`config.mk`:
```
export PLATFORM = sky130hd
export DESIGN_NAME = muldiv_seq_flat
export DESIGN_NICKNAME = d
export VERILOG_FILES = /design/src/rtl/muldiv_seq_if.sv /design/src/rtl/muldiv_seq.sv /design/src/flat_wrapper.sv
export SDC_FILE = /design/constraint.sdc
export NUM_CORES = 1
export LEC_CHECK = 0
export ABC_AREA = 1
export ABC_CLOCK_PERIOD_IN_PS = 2800
export BUFFER_PORTS_ARGS = -buffer_cell sky130_fd_sc_hd__buf_4
export CAP_MARGIN = 20
export CORE_MARGIN = 2
export CORE_UTILIZATION = 39
export CTS_BUF_LIST = sky130_fd_sc_hd__clkbuf_16
export DETAILED_ROUTE_END_ITERATION = 10
export HOLD_SLACK_MARGIN = 0.02
export PLACE_DENSITY = 0.59
export REMOVE_ABC_BUFFERS = 1
export SLEW_MARGIN = 20
export SYNTH_ARGS = -nofsm -noshare
export SYNTH_HDL_FRONTEND = slang
export SYNTH_SLANG_ARGS = --single-unit
```
`constraint.sdc`:
```
create_clock -name clk -period 2.8 [get_ports clk]
set_clock_uncertainty 0.05 [all_clocks]
set_input_delay 0 -clock clk [delete_from_list [all_inputs] [get_ports clk]]
set_output_delay 0 -clock clk [all_outputs]
set_load 0.02 [all_outputs]
```
`src/rtl/muldiv_seq_if.sv`:
```
// Command/result bundle between the pipeline and the HI/LO multiply/divide sequencer.
// start is a request that is taken only in a cycle where busy=0; while busy=1 it is dropped, never queued.
interface muldiv_seq_if #(
  parameter int WIDTH = 32
);
  logic             start;
  logic [1:0]       op;
  logic [WIDTH-1:0] a;
  logic [WIDTH-1:0] b;
  logic             hi_we;
  logic             lo_we;
  logic [WIDTH-1:0] wdata;
  logic             busy;
  logic             done;
  logic             div_by_zero;
  logic [WIDTH-1:0] hi;
  logic [WIDTH-1:0] lo;
  logic [1:0]       dbg_state;

  modport master (
    output start, op, a, b, hi_we, lo_we, wdata,
    input  busy, done, div_by_zero, hi, lo, dbg_state
  );

  modport slave (
    input  start, op, a, b, hi_we, lo_we, wdata,
    output busy, done, div_by_zero, hi, lo, dbg_state
  );
endinterface

```
`src/rtl/muldiv_seq.sv`:
```
// Iterative one-bit-per-cycle multiply (shift-add) / restoring divide owning the HI/LO pair.
// Operands are reduced to magnitudes at start; signs are re-applied in the FIX cycle.
module muldiv_seq #(
  parameter int WIDTH = 32
) (
  input  logic        clk,
  input  logic        reset,
  muldiv_seq_if.slave bus
);
  localparam int CW = $clog2(WIDTH + 1);

  typedef enum logic [1:0] {IDLE = 2'd0, RUN = 2'd1, FIX = 2'd2} state_t;

  state_t           state_q, state_d;
  logic [CW-1:0]    cnt_q;
  logic [WIDTH-1:0] acc_hi_q, acc_lo_q, m_q;
  logic [WIDTH-1:0] hi_q, lo_q;
  logic             is_div_q, neg_res_q, neg_rem_q, dbz_q;
  logic             done_q, dbz_out_q;

  logic             a_neg, b_neg;
  logic [WIDTH-1:0] a_mag, b_mag;
  logic [WIDTH:0]   mul_sum;
  logic [WIDTH:0]   div_shift;
  logic [WIDTH-1:0] div_rem;
  logic             div_ok;
  logic [2*WIDTH-1:0] prod, prod_fix;
  logic [WIDTH-1:0] quo_fix, rem_fix;

  assign a_neg = bus.op[0] & bus.a[WIDTH-1];
  assign b_neg = bus.op[0] & bus.b[WIDTH-1];
  assign a_mag = a_neg ? -bus.a : bus.a;
  assign b_mag = b_neg ? -bus.b : bus.b;

  // Multiply: acc_lo holds the remaining multiplier bits and fills with product bits from the top.
  assign mul_sum = {1'b0, acc_hi_q} + (acc_lo_q[0] ? {1'b0, m_q} : '0);

  // Divide: acc_hi is the partial remainder, acc_lo shifts dividend bits out and quotient bits in.
  assign div_shift = {acc_hi_q, acc_lo_q[WIDTH-1]};
  assign div_ok    = (div_shift >= {1'b0, m_q});
  assign div_rem   = div_shift[WIDTH-1:0] - m_q;

  assign prod     = {acc_hi_q, acc_lo_q};
  assign prod_fix = neg_res_q ? -prod : prod;
  assign quo_fix  = neg_res_q ? -acc_lo_q : acc_lo_q;
  assign rem_fix  = neg_rem_q ? -acc_hi_q : acc_hi_q;

  always_ff @(posedge clk) begin
    if (reset) state_q <= IDLE;
    else       state_q <= state_d;
  end

  always_comb begin
    state_d  = state_q;
    bus.busy = 1'b0;
    case (state_q)
      IDLE: if (bus.start) state_d = (bus.op[1] && bus.b == '0) ? FIX : RUN;
      RUN: begin
        bus.busy = 1'b1;
        if (cnt_q == CW'(1)) state_d = FIX;
      end
      FIX: begin
        bus.busy = 1'b1;
        state_d  = IDLE;
      end
      default: state_d = IDLE;
    endcase
  end

  always_ff @(posedge clk) begin
    if (reset) begin
      cnt_q     <= '0;
      acc_hi_q  <= '0;
      acc_lo_q  <= '0;
      m_q       <= '0;
      hi_q      <= '0;
      lo_q      <= '0;
      is_div_q  <= 1'b0;
      neg_res_q <= 1'b0;
      neg_rem_q <= 1'b0;
      dbz_q     <= 1'b0;
      done_q    <= 1'b0;
      dbz_out_q <= 1'b0;
    end else begin
      done_q    <= (state_q == FIX);
      dbz_out_q <= (state_q == FIX) && dbz_q;
      case (state_q)
        IDLE: begin
          if (bus.hi_we) hi_q <= bus.wdata;
          if (bus.lo_we) lo_q <= bus.wdata;
          if (bus.start) begin
            is_div_q  <= bus.op[1];
            neg_res_q <= a_neg ^ b_neg;
            neg_rem_q <= a_neg;
            dbz_q     <= bus.op[1] && (bus.b == '0);
            acc_hi_q  <= '0;
            acc_lo_q  <= a_mag;
            m_q       <= b_mag;
            cnt_q     <= CW'(WIDTH);
          end
        end
        RUN: begin
          cnt_q <= cnt_q - CW'(1);
          if (is_div_q) begin
            acc_hi_q <= div_ok ? div_rem : div_shift[WIDTH-1:0];
            acc_lo_q <= {acc_lo_q[WIDTH-2:0], div_ok};
          end else begin
            acc_hi_q <= mul_sum[WIDTH:1];
            acc_lo_q <= {mul_sum[0], acc_lo_q[WIDTH-1:1]};
          end
        end
        FIX: begin
          if (!dbz_q) begin
            if (is_div_q) begin
              hi_q <= rem_fix;
              lo_q <= quo_fix;
            end else begin
              hi_q <= prod_fix[2*WIDTH-1:WIDTH];
              lo_q <= prod_fix[WIDTH-1:0];
            end
          end
        end
        default: ;
      endcase
    end
  end

  assign bus.done        = done_q;
  assign bus.div_by_zero = dbz_out_q;
  assign bus.hi          = hi_q;
  assign bus.lo          = lo_q;
  assign bus.dbg_state   = state_q;
endmodule

```
`src/flat_wrapper.sv`:
```
// flat-port wrapper written by rule: the top's interface ports become plain ports
module muldiv_seq_flat 
#(
  parameter int WIDTH = 32
)
  (clk, reset, bus_start, bus_op, bus_a, bus_b, bus_hi_we, bus_lo_we, bus_wdata, bus_busy, bus_done, bus_div_by_zero, bus_hi, bus_lo, bus_dbg_state);
  muldiv_seq_if #(.WIDTH(WIDTH)) bus_i ();
  input  logic clk;
  input  logic reset;
  input wire logic [$bits(bus_i.start)-1:0] bus_start;
  input wire logic [$bits(bus_i.op)-1:0] bus_op;
  input wire logic [$bits(bus_i.a)-1:0] bus_a;
  input wire logic [$bits(bus_i.b)-1:0] bus_b;
  input wire logic [$bits(bus_i.hi_we)-1:0] bus_hi_we;
  input wire logic [$bits(bus_i.lo_we)-1:0] bus_lo_we;
  input wire logic [$bits(bus_i.wdata)-1:0] bus_wdata;
  output wire logic [$bits(bus_i.busy)-1:0] bus_busy;
  output wire logic [$bits(bus_i.done)-1:0] bus_done;
  output wire logic [$bits(bus_i.div_by_zero)-1:0] bus_div_by_zero;
  output wire logic [$bits(bus_i.hi)-1:0] bus_hi;
  output wire logic [$bits(bus_i.lo)-1:0] bus_lo;
  output wire logic [$bits(bus_i.dbg_state)-1:0] bus_dbg_state;
  assign bus_i.start = bus_start;
  assign bus_i.op = bus_op;
  assign bus_i.a = bus_a;
  assign bus_i.b = bus_b;
  assign bus_i.hi_we = bus_hi_we;
  assign bus_i.lo_we = bus_lo_we;
  assign bus_i.wdata = bus_wdata;
  assign bus_busy = bus_i.busy;
  assign bus_done = bus_i.done;
  assign bus_div_by_zero = bus_i.div_by_zero;
  assign bus_hi = bus_i.hi;
  assign bus_lo = bus_i.lo;
  assign bus_dbg_state = bus_i.dbg_state;
  muldiv_seq #(.WIDTH(WIDTH)) u_core (.clk(clk), .reset(reset), .bus(bus_i));
endmodule
```
==> impl_metrics.toml <==
[status]
outcome = "finished, final reports clean"

[finish]
drive_gt1_share_pct = 15.2
antenna-diode-count = 0
fillers = 4577
area_growth_pct = 26.5
final_core_util_pct = 50.2
num-nets-final = 3502
stdcell_count = 3922

[critical_path]
crit_chain = "buf_4 -> buf_12 -> nand2_1 -> inv_1 -> ha_1 -> nand2_1 -> nor2_1 -> nand2_1 -> nor4_1 -> nand2_1 -> nand2_1 -> nand2_1 -> nand3_1 -> nand3_1 -> a21oi_1"
crit_slowest_cell = "ha_1"
end_kind = "flip-flop"
cp-start-kind = "flip-flop"
path_buf_inv = 3
arrival_ps = 3030
required_ps = 3160
critPathMostFrequentCell = "nand2_1"
critPathTopFamily = "simple AND/OR/NAND/NOR gates"
path_class = "flip-flop to flip-flop"
crit_fanout = 25
critPathMaxStageDelay_ps = 400

[grt]
grt_pass1_wl_mm = 117
grt_max_degree = 120
grt.overflow.total = 0
antenna_found_initial = 1
track_usage_pct = 34.1
grt_pass1_vias = 20400

[clocking]
cts.clk_slew.worst_paths_ps = 90
cts_tree = "built"
clk_path_buf_depth = 2
cts_inserted_buffers = 17
clk_root_buffer_cell = "clkbuf_16"
insertion_delay_ps = 490
cts.sinks = 174
h-tree-depth = 4

[sta]
finalWorstSetupSlack_ps = 126
fmax_mhz = 374
tightest_slew_ps = 707
hold_viol_final = 0
fin_crit_ps = 2670
drv_slew = 0
setup_violations = 0
relSlewSlack_pct = 52.4
finalCritPeriodShare_pct = 95.5
rsz0062_at_grt = "yes"

[power]
pwr-share-seq_pct = 26.3
ir_drop_mv = 0.382
power.switching_mw = 6.19
p_clk_share_pct = 19.8
p_leak_nw = 10.6
combPwrFrac_pct = 54.0
swShare_pct = 48.6
p_per_area_nw_per_um2 = 587
intPower_mw = 6.54

[place]
dp_slack_ps = 35.7
io_buffers = 171
dp_hpwl_mm = 62.0
dp.cells = 3777
gp_congestion = 1.06

[yosys]
synth_xor_area_share_pct = 2.15
synth_fa_ha_area_share_pct = 5.57
ys_seq_area_share_pct = 20.3
async_flop_share_pct = 0
synth.distinct_cells = 50
synth_cells = 2995
synth_mux_area_share_pct = 0
yosys_warnings = 0
syn_area_per_cell_um2 = 5.72
synth_ff_type = "dfxtp_1"
syn_area_um2 = 17100
synth_edf_count = 0
ys_seq_elements = 174
synth_compound_area_share_pct = 20.8
synth_top_family_by_area = "simple AND/OR/NAND/NOR gates"
yosys.area_share.simple_pct = 38.8

[routing]
dr.pass1.iters = 6
antenna_left = 0
drtIter0Drc = 2145
viasPerCell = 5.49
avgRoutedWirePerCell_um = 19.9
vias = 21500
drt_wl_total_mm = 78.1
drc = 0

[run]
cap_viol_max_count = 0

[die]
start_util_pct = 39.7
dieWidth_um = 214
die_h_um = 214
rows = 76
ios = 172
dieArea_um2 = 45600
core_area_um2 = 43200

[min_path]
hp-class = "primary input to flip-flop"
[kinds of logic (layout without fill, tap and decap cells)]
family | after synthesis | after routing
AO/OA/AOI/OAI | 653 | 653
XOR/XNOR | 42 | 42
adder cells (fa/ha/maj) | 75 | 75
buffers and inverters | 543 | 884
flip-flops | 174 | 174
AND/OR/NAND/NOR | 1508 | 1509
[worst reg2reg max path, delay by kind of cell, from the launching register on]
kind | cells | cell delay (ps)
buffers and inverters | 3 | 400
flip-flops | 1 | 340
adder cells (fa/ha/maj) | 1 | 400
AND/OR/NAND/NOR | 10 | 1250
AO/OA/AOI/OAI | 1 | 140
[registers in the layout (all words and copies together) (netlist names)]
register                flops
u_core.acc_hi_q            32
u_core.acc_lo_q            32
u_core.bus.dbg_state        2
u_core.bus.div_by_zero      1
u_core.bus.done             1
u_core.bus.hi              32
u_core.bus.lo              32
u_core.cnt_q                6
u_core.dbz_q                1
u_core.is_div_q             1
u_core.m_q                 32
u_core.neg_rem_q            1
u_core.neg_res_q            1
[metrics by stage]
| step | setup TNS, ps | area [µm²] | hold slack, ps | power, mW |
|---|---|---|---|---|
| 4_1_cts | 0 | 21500 | 63.4 | 12.6 |
| 3_5_place_dp | 0 | 19800 | 254 | 9.98 |
| 6_report | 0 | 21700 | 88.7 | 12.7 |
| 3_3_place_gp | 0 | 19800 | 244 | 9.93 |
| 2_1_floorplan | -274240 | 16600 | 12.4 | 7.25 |
| 5_1_grt | -86.5 | 21700 | 99.5 | 13.6 |
[power by group through the flow]
stage	logic [mW]	clock network [mW]	registers, mW
2_1_floorplan	3.60	0	3.65
3_3_place_gp	6.56	0	3.38
3_5_place_dp	6.60	0	3.38
4_1_cts	6.76	2.54	3.33
5_1_grt	7.54	2.65	3.39
6_report	6.87	2.51	3.34
[synthesized netlist by cell type (all sizes together) (26+ instances only)]
library cell | instances | share of area [%]
a21oi | 301 | 9.3
a31oi | 42 | 1.5
buf | 26 | 1.0
clkbuf | 93 | 2.0
dfxtp | 174 | 20
ha | 73 | 5.3
inv | 420 | 9.2
nand2 | 770 | 17
nand3 | 330 | 10
nand4 | 56 | 2.0
nor2 | 267 | 6.1
nor3 | 39 | 1.3
o21ai | 255 | 7.4
xor2 | 26 | 1.3
[path summary, 6_finish.rpt]
path,from,slack (ps),endpoint,cells after the start
worst max-delay path,u_core.acc_lo_q[0]$_SDFFE_PP0P_,130,u_core.acc_hi_q[28]$_SDFFE_PP0P_,15
worst min-delay path,bus_op[0],90,u_core.neg_res_q$_SDFFE_PP0P_,5
worst max register to register,u_core.acc_lo_q[0]$_SDFFE_PP0P_,130,u_core.acc_hi_q[28]$_SDFFE_PP0P_,15
worst min register to register,u_core.dbz_q$_SDFFE_PP0P_,420,u_core.bus.div_by_zero$_SDFF_PP0_,2
[routing by layer]
layer,GRT usage [%],routed length (µm),vias to the layer above
met2,58.0,36400,837
li1,-,-,10500
met3,5.58,5010,217
met4,20.9,5300,0
met1,40.2,31400,9973
met5,0,0,-
[cells in the final DEF (no fill, tap or decap), drive strengths merged, types with 42 or more instances in the layout]
cell,n
a21oi,301
a31oi,42
buf,318
dfxtp,174
dlygate4sd3,110
ha,73
inv,428
nand2,771
nand3,330
nand4,56
nor2,267
o21ai,255
[layout make-up]
class / count / area, µm² / area share, %
flip-flops and latches: 174 / 3490 / 16.1
multi-input cells: 2279 / 11700 / 53.9
repair buffers: 428 / 3590 / 16.6
well taps: 585 / 732 / 3.38
inverters: 424 / 1600 / 7.36
clock buffers: 17 / 425 / 1.96
clock inverters: 15 / 165 / 0.762
[what timing repair did]
action | in CTS | in global routing
buffers inserted | 0 | 2
setup endpoints to repair | 1 | 26
endpoints found under the hold margin | 150 | 0
gates resized for setup | 1 | 41
pin swaps | 0 | 1
cloned | 0 | 1
hold buffers | 110 | 0
Note: power is estimated with default switching activity, not from simulation.
